File: config.mk
export PLATFORM = sky130hd
export DESIGN_NAME = router_flit_tx
export DESIGN_NICKNAME = d
export VERILOG_FILES = /design/src/rtl/router_pkg.sv /design/src/rtl/router_credit_ctr.sv /design/src/rtl/router_flit_tx.sv
export SDC_FILE = /design/constraint.sdc
export NUM_CORES = 1
export LEC_CHECK = 0
export ABC_AREA = 1
export BUFFER_PORTS_ARGS = -buffer_cell sky130_fd_sc_hd__clkbuf_2
export CAP_MARGIN = 15
export CORE_MARGIN = 1.5
export CORE_UTILIZATION = 30
export DETAILED_ROUTE_END_ITERATION = 16
export SLEW_MARGIN = 20
export SYNTH_ARGS = -nofsm -noshare
export SYNTH_HDL_FRONTEND = slang
export SYNTH_SLANG_ARGS = --single-unit
File: constraint.sdc
create_clock -name clk -period 3.35 [get_ports clk]
set_input_delay 0.1675 -clock clk [delete_from_list [all_inputs] [get_ports clk]]
set_output_delay 0.1675 -clock clk [all_outputs]
set_load 0.05 [all_outputs]
File: src/rtl/router_pkg.sv
// Shared definitions for the router network-interface transmitter:
// default widths, flit type codes, header field offsets and FSM states.
package router_pkg;

  localparam int COORD_W_DEF = 8;
  localparam int LEN_W_DEF   = 4;
  localparam int FLIT_W_DEF  = 32;
  localparam int CREDITS_DEF = 4;

  // Two-bit type code sitting just above the length field of a header.
  localparam logic [1:0] FLIT_TYPE_HEAD = 2'b10;
  localparam logic [1:0] FLIT_TYPE_BODY = 2'b00;

  // Header layout, LSB first: dst_x, dst_y, len, type, zero pad.
  function automatic int hdr_x_lsb();
    return 0;
  endfunction

  function automatic int hdr_y_lsb(input int coord_w);
    return coord_w;
  endfunction

  function automatic int hdr_len_lsb(input int coord_w);
    return 2 * coord_w;
  endfunction

  function automatic int hdr_type_lsb(input int coord_w, input int len_w);
    return 2 * coord_w + len_w;
  endfunction

  // Encoding is fixed so the debug port value is stable across builds.
  typedef enum logic [1:0] {
    IDLE = 2'd0,
    HEAD = 2'd1,
    BODY = 2'd2
  } state_t;

endpackage

File: src/rtl/router_credit_ctr.sv
// Credit counter toward the router input buffer. A send consumes one
// credit, a credit_ret pulse gives one back; both together cancel out.
// A return that would overflow the counter is dropped and flagged in a
// sticky error bit that only reset clears.
module router_credit_ctr #(
  parameter  int CREDITS = 4,
  localparam int CNT_W   = $clog2(CREDITS + 1)
) (
  input  logic             clk,
  input  logic             rst,
  input  logic             send_i,
  input  logic             credit_ret_i,
  output logic [CNT_W-1:0] count_o,
  output logic             can_send_o,
  output logic             credit_err_o
);

  localparam logic [CNT_W-1:0] MAX_CNT = CNT_W'(CREDITS);

  logic [CNT_W-1:0] count_q, count_d;
  logic             err_q, err_d;

  // Next credit count and error flag from this cycle's send/return pair.
  always_comb begin
    count_d = count_q;
    err_d   = err_q;
    case ({send_i, credit_ret_i})
      2'b10: count_d = count_q - CNT_W'(1);
      2'b01: begin
        if (count_q == MAX_CNT) begin
          err_d = 1'b1;
        end else begin
          count_d = count_q + CNT_W'(1);
        end
      end
      default: ;
    endcase
  end

  // Counter and sticky error registers; reset refills all credits.
  always_ff @(posedge clk) begin
    if (rst) begin
      count_q <= MAX_CNT;
      err_q   <= 1'b0;
    end else begin
      count_q <= count_d;
      err_q   <= err_d;
    end
  end

  assign count_o      = count_q;
  assign can_send_o   = (count_q != '0);
  assign credit_err_o = err_q;

endmodule

File: src/rtl/router_flit_tx.sv
// Network-interface transmitter: takes a packet request plus a payload
// word stream and emits a head flit followed by len body flits into the
// XY router, gated by credits. Flit outputs are registered, so a send
// decided in one cycle is visible on flit_* for exactly the next cycle.
//
// Handshakes: a request transfers on a cycle with req_valid && req_ready;
// a payload word transfers on a cycle with pl_valid && pl_ready. The
// transmitter never asserts a ready that depends on its own valid being
// withdrawn, and pl_ready is only ever high together with pl_valid.
module router_flit_tx
  import router_pkg::*;
#(
  parameter  int COORD_W = COORD_W_DEF,
  parameter  int LEN_W   = LEN_W_DEF,
  parameter  int FLIT_W  = FLIT_W_DEF,
  parameter  int CREDITS = CREDITS_DEF,
  localparam int CNT_W   = $clog2(CREDITS + 1)
) (
  input  logic               clk,
  input  logic               rst,
  input  logic               req_valid,
  output logic               req_ready,
  input  logic [COORD_W-1:0] req_dst_x,
  input  logic [COORD_W-1:0] req_dst_y,
  input  logic [LEN_W-1:0]   req_len,
  input  logic               pl_valid,
  output logic               pl_ready,
  input  logic [FLIT_W-1:0]  pl_data,
  output logic               flit_valid,
  output logic [FLIT_W-1:0]  flit_data,
  output logic               flit_head,
  output logic               flit_tail,
  input  logic               credit_ret,
  output logic               credit_err,
  output logic [1:0]         dbg_state_o,
  output logic [CNT_W-1:0]   dbg_credits_o
);

  localparam int X_LSB    = hdr_x_lsb();
  localparam int Y_LSB    = hdr_y_lsb(COORD_W);
  localparam int LEN_LSB  = hdr_len_lsb(COORD_W);
  localparam int TYPE_LSB = hdr_type_lsb(COORD_W, LEN_W);

  state_t             state_q, state_d;
  logic [COORD_W-1:0] dst_x_q, dst_x_d;
  logic [COORD_W-1:0] dst_y_q, dst_y_d;
  logic [LEN_W-1:0]   len_q, len_d;
  logic [LEN_W-1:0]   body_cnt_q, body_cnt_d;

  logic               flit_valid_q, flit_valid_d;
  logic [FLIT_W-1:0]  flit_data_q, flit_data_d;
  logic               flit_head_q, flit_head_d;
  logic               flit_tail_q, flit_tail_d;

  logic               send;
  logic               can_send;
  logic [CNT_W-1:0]   credit_cnt;
  logic [FLIT_W-1:0]  header;

  router_credit_ctr #(
    .CREDITS (CREDITS)
  ) u_credit_ctr (
    .clk          (clk),
    .rst          (rst),
    .send_i       (send),
    .credit_ret_i (credit_ret),
    .count_o      (credit_cnt),
    .can_send_o   (can_send),
    .credit_err_o (credit_err)
  );

  // Routing header assembled from the captured request fields.
  always_comb begin
    header = '0;
    header[X_LSB +: COORD_W]  = dst_x_q;
    header[Y_LSB +: COORD_W]  = dst_y_q;
    header[LEN_LSB +: LEN_W]  = len_q;
    header[TYPE_LSB +: 2]     = FLIT_TYPE_HEAD;
  end

  // Next state, handshake readies and the flit to register this cycle.
  always_comb begin
    state_d      = state_q;
    dst_x_d      = dst_x_q;
    dst_y_d      = dst_y_q;
    len_d        = len_q;
    body_cnt_d   = body_cnt_q;
    req_ready    = 1'b0;
    pl_ready     = 1'b0;
    send         = 1'b0;
    flit_valid_d = 1'b0;
    flit_data_d  = '0;
    flit_head_d  = 1'b0;
    flit_tail_d  = 1'b0;
    case (state_q)
      IDLE: begin
        req_ready = 1'b1;
        if (req_valid) begin
          dst_x_d = req_dst_x;
          dst_y_d = req_dst_y;
          len_d   = req_len;
          state_d = HEAD;
        end
      end
      HEAD: begin
        if (can_send) begin
          send         = 1'b1;
          flit_valid_d = 1'b1;
          flit_data_d  = header;
          flit_head_d  = 1'b1;
          if (len_q == '0) begin
            flit_tail_d = 1'b1;
            state_d     = IDLE;
          end else begin
            body_cnt_d = len_q;
            state_d    = BODY;
          end
        end
      end
      BODY: begin
        if (can_send && pl_valid) begin
          send         = 1'b1;
          pl_ready     = 1'b1;
          flit_valid_d = 1'b1;
          flit_data_d  = pl_data;
          body_cnt_d   = body_cnt_q - LEN_W'(1);
          if (body_cnt_q == LEN_W'(1)) begin
            flit_tail_d = 1'b1;
            state_d     = IDLE;
          end
        end
      end
      default: state_d = IDLE;
    endcase
  end

  // State, captured request and registered flit outputs.
  always_ff @(posedge clk) begin
    if (rst) begin
      state_q      <= IDLE;
      dst_x_q      <= '0;
      dst_y_q      <= '0;
      len_q        <= '0;
      body_cnt_q   <= '0;
      flit_valid_q <= 1'b0;
      flit_data_q  <= '0;
      flit_head_q  <= 1'b0;
      flit_tail_q  <= 1'b0;
    end else begin
      state_q      <= state_d;
      dst_x_q      <= dst_x_d;
      dst_y_q      <= dst_y_d;
      len_q        <= len_d;
      body_cnt_q   <= body_cnt_d;
      flit_valid_q <= flit_valid_d;
      flit_data_q  <= flit_data_d;
      flit_head_q  <= flit_head_d;
      flit_tail_q  <= flit_tail_d;
    end
  end

  assign flit_valid    = flit_valid_q;
  assign flit_data     = flit_data_q;
  assign flit_head     = flit_head_q;
  assign flit_tail     = flit_tail_q;
  assign dbg_state_o   = state_q;
  assign dbg_credits_o = credit_cnt;

endmodule

# == After elaboration in Yosys (flattened, before gate mapping) ==
# Cells that the tools add are included.
# word_totals
out_inout_bits,43
rom_bits,0
elab_cells,64
input_bits,57
memories,0
ramBits,0
latch_bits,0
reg_bits,65
# classes
bitwise,1
magnitude_cmp,0
addsub,3
shift,0
mux,25
n_eq_ne,12
n_div,0
reduce_logical,12
multipliers,0
# ops
operator,count
one-hot mux 32 bit (2 select lines),1
two-way mux 32 bit,1
two-way mux 22 bit,1
two-way mux 4 bit,3
!= test 2 bit (second input constant),6
two-way mux 2 bit,5
two-way mux 1 bit,8
one-hot mux 4 bit (2 select lines),1
AND reduction 4 bit,2
one-hot mux 2 bit (3 select lines),1
one-hot mux 3 bit (2 select lines),1
AND reduction 2 bit,3
equality test 2 x 1 -> 1 bit (second input constant),2
equality test 2 bit (second input constant),2
equality test 4 x 1 -> 1 bit (second input constant),1
zero test 4 bit,1
one-hot mux 1 bit (2 select lines),2
nonzero test 2 bit,2
subtractor 4 x 1 -> 4 bit (second input constant),1
adder 3 x 1 -> 3 bit (second input constant),1
equality test 3 bit (second input constant),1
two-way mux 3 bit,1
nonzero test 3 bit,1
subtractor 3 x 1 -> 3 bit (second input constant),1
other kinds (4),4

# == Longest topological paths before layout ==
# logic_depth
depth_word,7
ltp_mapped,12
ltp_nobuf,11

# == By module ==
# Synthesis repeated with hierarchy kept, for this count alone.
# unflattened
cells_unflattened,316
area_unflattened_um2,2537.4
# by_module_without_submodules
mod,n_inst,seq_area_each_um2,cells_per_inst,area_each_um2
router_flit_tx,1,1221.2,280,2279.7
router_credit_ctr,1,80.1,36,257.7

# == Worst setup path before layout ==
# No wires, ideal clock.
# synth_path
path_type,flip-flop to flip-flop
from,register state_q[1] (netlist: dbg_state_o[1])
to,register u_credit_ctr.count_q[2] (netlist: u_credit_ctr.count_o[2])
stages_incl_launch_ff,13
t_required_ns,3.229
synth_period_minus_slack_ns,2.263
arrival_ns,2.142
setup_slack_ns,1.087
setup_ns,0.121
n_path_buf,1
cell_sequence,dfxtp_1 > inv_1 > ha_1 > buf_2 > nand2_4 > a21oi_1 > nor2_1 > inv_1 > fa_1 > inv_1 > nand3_1 > nand3_1 > nand3_1
# synth_between
elab_chain_cells,5
elab_cells_between_ends,9
classes_between,eq/ne (5); mux (2); reduce/logical (2)
# synth_rtl
element,line,rtl
"start, declared",router_flit_tx.sv:44,"state_t state_q, state_d;"
"start signal, assigned",router_flit_tx.sv:150,state_q <= state_d;
equality test 2 bit or equality test 2 x 1 -> 1 bit (tied branches),router_flit_tx.sv:95,case (state_q)
one-hot mux 1 bit (2 select lines) (*),router_flit_tx.sv:95,
equality test 2 x 1 -> 1 bit or equality test 2 bit (tied branches),router_credit_ctr.sv:27,"case ({send_i, credit_ret_i})"
!= test 2 bit (no line) or nonzero test 2 bit (tied branches),--,
AND reduction 2 bit (no line),--,
"end signal, assigned",router_credit_ctr.sv:46,count_q <= count_d;
"end, declared",router_credit_ctr.sv:20,"logic [CNT_W-1:0] count_q, count_d;"
# Mark *: on every way between the ends. The rest lies on a longest branch, timed or not.
# A chain may end at the register's enable or synchronous reset.

# == Final worst setup path ==
# layout_path
from,register u_credit_ctr.count_q[0] (netlist: u_credit_ctr.count_o[0])
to,output port pl_ready
# layout_between
elab_chain_cells,4
# layout_rtl
element,line,rtl
nonzero test 3 bit,router_credit_ctr.sv:52,assign can_send_o = (count_q != '0);
logical AND 1 bit,router_flit_tx.sv:121,if (can_send && pl_valid) begin
two-way mux 1 bit,router_flit_tx.sv:121,
two-way mux 1 bit,router_flit_tx.sv:95,
"end, declared",router_flit_tx.sv:27,"output logic pl_ready,"
# Every way passes these cells.

==> impl_metrics.env <==
export IMPL_status="complete, no violations"
export IMPL_fin_setup_tns_ns=0
export IMPL_min_to="flit_data[31]"
export IMPL_core_um2=8260
export IMPL_finalCritPeriodShare_pct=67.6
export IMPL_arrival_ns=2.10
export IMPL_r2r_setup_slack_ns=1.21
export IMPL_relSlewSlack_pct=52.8
export IMPL_p_per_area_nw_per_um2=751
export IMPL_rsz0062_at_grt="false"
export IMPL_slowest_delay_ns=0.46
export IMPL_io_buffers=99
export IMPL_worstPathCellList="nor2_4 > nand2_4 > nand3_4 > inv_2 > clkbuf_2"
export IMPL_fp_dieW_um=95.8
export IMPL_grt_max_degree=34
export IMPL_first_iter_violations=108
export IMPL_io_pins=100
export IMPL_path_class="reg2out"
export IMPL_power_frac_comb_pct=33.6
export IMPL_syn_area_um2=2580
export IMPL_antenna_found_initial=0
export IMPL_drt_wl_total_mm=6.75
export IMPL_stdcell_count=536
export IMPL_dp_cells=520
export IMPL_dr_pass1_iters=4
export IMPL_vdd_drop_max_mv=0.238
export IMPL_ctsLongestPathBuffers=2
export IMPL_syn2layout_area_growth_pct=30.1
export IMPL_yosysSeqAreaShare_pct=50.4
export IMPL_grt_overflow=0
export IMPL_min_path_type="in2reg"
export IMPL_hpwl_mm=4.84
export IMPL_cts_hold_buf=0
export IMPL_r2r_end="u_credit_ctr.count_o[2]"
export IMPL_drv_cap=0
export IMPL_max_freq_mhz=442
export IMPL_fin_nets=489
export IMPL_cts_sinks=65
export IMPL_cts_buffers=9
export IMPL_hp_start="pl_data[31]"
export IMPL_r2r_cells=12
export IMPL_power_switching_share_pct=38.9
export IMPL_syn_inst=329
export IMPL_tritoncts="done"
export IMPL_rr_startpoint="dbg_state_o[1]"
export IMPL_cts_setup_buffers=0
export IMPL_die_y_um=95.8
export IMPL_setup_ws_ns=1.09
export IMPL_worst_hold_slack_ns=0.0300
export IMPL_clock_latency_ns=0.34
export IMPL_finalPower_mw=2.52
export IMPL_critPathMaxFanout=33
export IMPL_worstSetupEndpointType="output port"
export IMPL_final_max_slew_viol_count=0
export IMPL_yosysUniqueCellTypes=26
export IMPL_syn_num_nets=392
export IMPL_fin_crit_ns=2.26
export IMPL_cts_resized=0
export IMPL_slowest_stage="dfxtp_1"
export IMPL_clock_power_share_pct=28.6
export IMPL_place_congestion=0.875
export IMPL_finalSetupViolCount=0
export IMPL_num_rows=33
export IMPL_hold_depth=3
export IMPL_tightest_slew_ns=0.708
export IMPL_fill_cells=873
export IMPL_cts_root_buf="clkbuf_8"
export IMPL_crit_family="buffers and inverters"
export IMPL_drc=0
export IMPL_pwr_share_seq_pct=37.7
export IMPL_cp_required_ns=3.18
export IMPL_via_count=2433
export IMPL_grt_pass1_wl_mm=10.7
export IMPL_num_antenna_cells=0
export IMPL_start_util_pct=31.3
export IMPL_hold_viol=0
export IMPL_critPathLaunchType="flop"
export IMPL_grt_pass1_vias=2340
export IMPL_ant_nets=0
export IMPL_dieArea_um2=9170
export IMPL_drive_gt1_share_pct=30.9
export IMPL_fin_skew_ns=0.00798
export IMPL_wl_per_cell_um=12.6
export IMPL_clk_pin_slew_ns=0.07
export IMPL_intPower_mw=1.54
export IMPL_cts_htree_levels=3
export IMPL_viasPerCell=4.54
export IMPL_power_switching_mw=0.983
export IMPL_post_place_ws_ns=1.24
export IMPL_p_leak_nw=1.53
export IMPL_track_usage_pct=15.4
export IMPL_crit_buf_inv=2
export IMPL_ys_seq_elements=65
export IMPL_ys_warn_count=0
export IMPL_syn_area_per_cell_um2=7.85
==> cells in the final DEF, fill, tap and decap left out, drive strengths merged <==
master / n
xor2: 1
clkbuf: 109
fa: 1
nand4: 2
buf: 3
nand2: 58
bufinv: 2
clkinvlp: 1
nor3b: 1
or2: 1
dfxtp: 65
o21ai: 30
ha: 5
inv: 23
nor2: 60
nor3: 1
clkinv: 4
a21oi: 31
nand3: 33
==> synth_stat cells (all sizes together) <==
cell type / count / area (um2)
clkinv: 1 / 3.75
nor3: 1 / 5.00
ha: 5 / 62.6
nand2: 58 / 250
buf: 11 / 62.6
inv: 23 / 86.3
xor2: 1 / 8.76
a21oi: 31 / 159
fa: 1 / 20.0
dfxtp: 65 / 1300
or2: 1 / 6.26
nand4: 2 / 12.5
nor2: 60 / 233
o21ai: 30 / 158
nor3b: 1 / 7.51
clkbuf: 5 / 18.8
nand3: 33 / 188
==> power by group through the flow <==
stage                     Sequential, mW  Clock, mW  Combinational [mW]
after floorplan                     1.10          0               0.518
after global placement             0.965          0               0.836
after detailed placement           0.970          0               0.855
after CTS                          0.952      0.742               0.859
after global routing               0.969      0.768               0.961
final                              0.952      0.723               0.849
==> stage by stage <==
stage	utilization [%]	cell area, um2
global placement	38.2	3150
CTS	40.7	3360
floorplan	-	2580
finish	40.7	3360
detailed placement	38.2	3150
global route	40.7	3360
==> metal layers <==
layer  part of all wire (%)  routed length, um  track usage, %
met1                     45               3050            18.2
met2                     46               3130            24.6
met3                    7.9                533            5.45
met4                   0.53                 36            7.23
met5                      0                  0               0
==> layout make-up <==
| type | count | area, um2 | share of cell area (%) |
|---|---|---|---|
| tap | 105 | 131 | 3.91 |
| clock inverter | 6 | 82.6 | 2.46 |
| timing repair buffer | 102 | 518 | 15.4 |
| inverter | 24 | 90.1 | 2.68 |
| sequential | 65 | 1300 | 38.7 |
| clock buffer | 10 | 128 | 3.80 |
| multi-input combinational | 224 | 1110 | 33.0 |
==> flip-flops by register name, indices dropped and copies added (netlist names), 2 cells and up <==
register              count
u_credit_ctr.count_o      3
dst_y_q                   8
body_cnt_q                4
flit_data                32
len_q                     4
dbg_state_o               2
dst_x_q                   8
==> kinds of logic (layout without fill, tap and decap cells) <==
kind of cell | Yosys count | count (layout) | share of synthesized area [%]
buffers and inverters | 40 | 142 | 6.64
DFF | 65 | 65 | 50.4
and+or+nand+nor | 156 | 156 | 27.2
xor gates and xnor gates | 1 | 1 | 0.339
AOI/OAI and AO/OA | 61 | 61 | 12.3
adders and majority gates | 6 | 6 | 3.20
==> how the worst max path moves through the flow <==
stage	startpoint	to	slack, ns	depth (start not counted)
global placement	dbg_state_o[1]	u_credit_ctr.count_o[2]	1.32	12
global route	u_credit_ctr.count_o[0]	pl_ready	0.91	5
floorplan	dbg_state_o[1]	u_credit_ctr.count_o[2]	1.09	12
CTS	u_credit_ctr.count_o[0]	pl_ready	1.05	5
finish	u_credit_ctr.count_o[0]	pl_ready	1.09	5
detailed placement	dbg_state_o[1]	u_credit_ctr.count_o[2]	1.24	12
==> worst reg2reg max path, cell delays in order, from the launching register on <==
cell,delay (ns)
dfxtp_1,0.36
inv_1,0.08
ha_1,0.18
buf_4,0.22
nand2_4,0.14
a21oi_1,0.09
nor2_1,0.13
inv_1,0.07
fa_1,0.40
inv_1,0.10
nand3_1,0.08
nand3_1,0.09
nand3_1,0.07
Note: power is estimated with default switching activity, not from simulation.
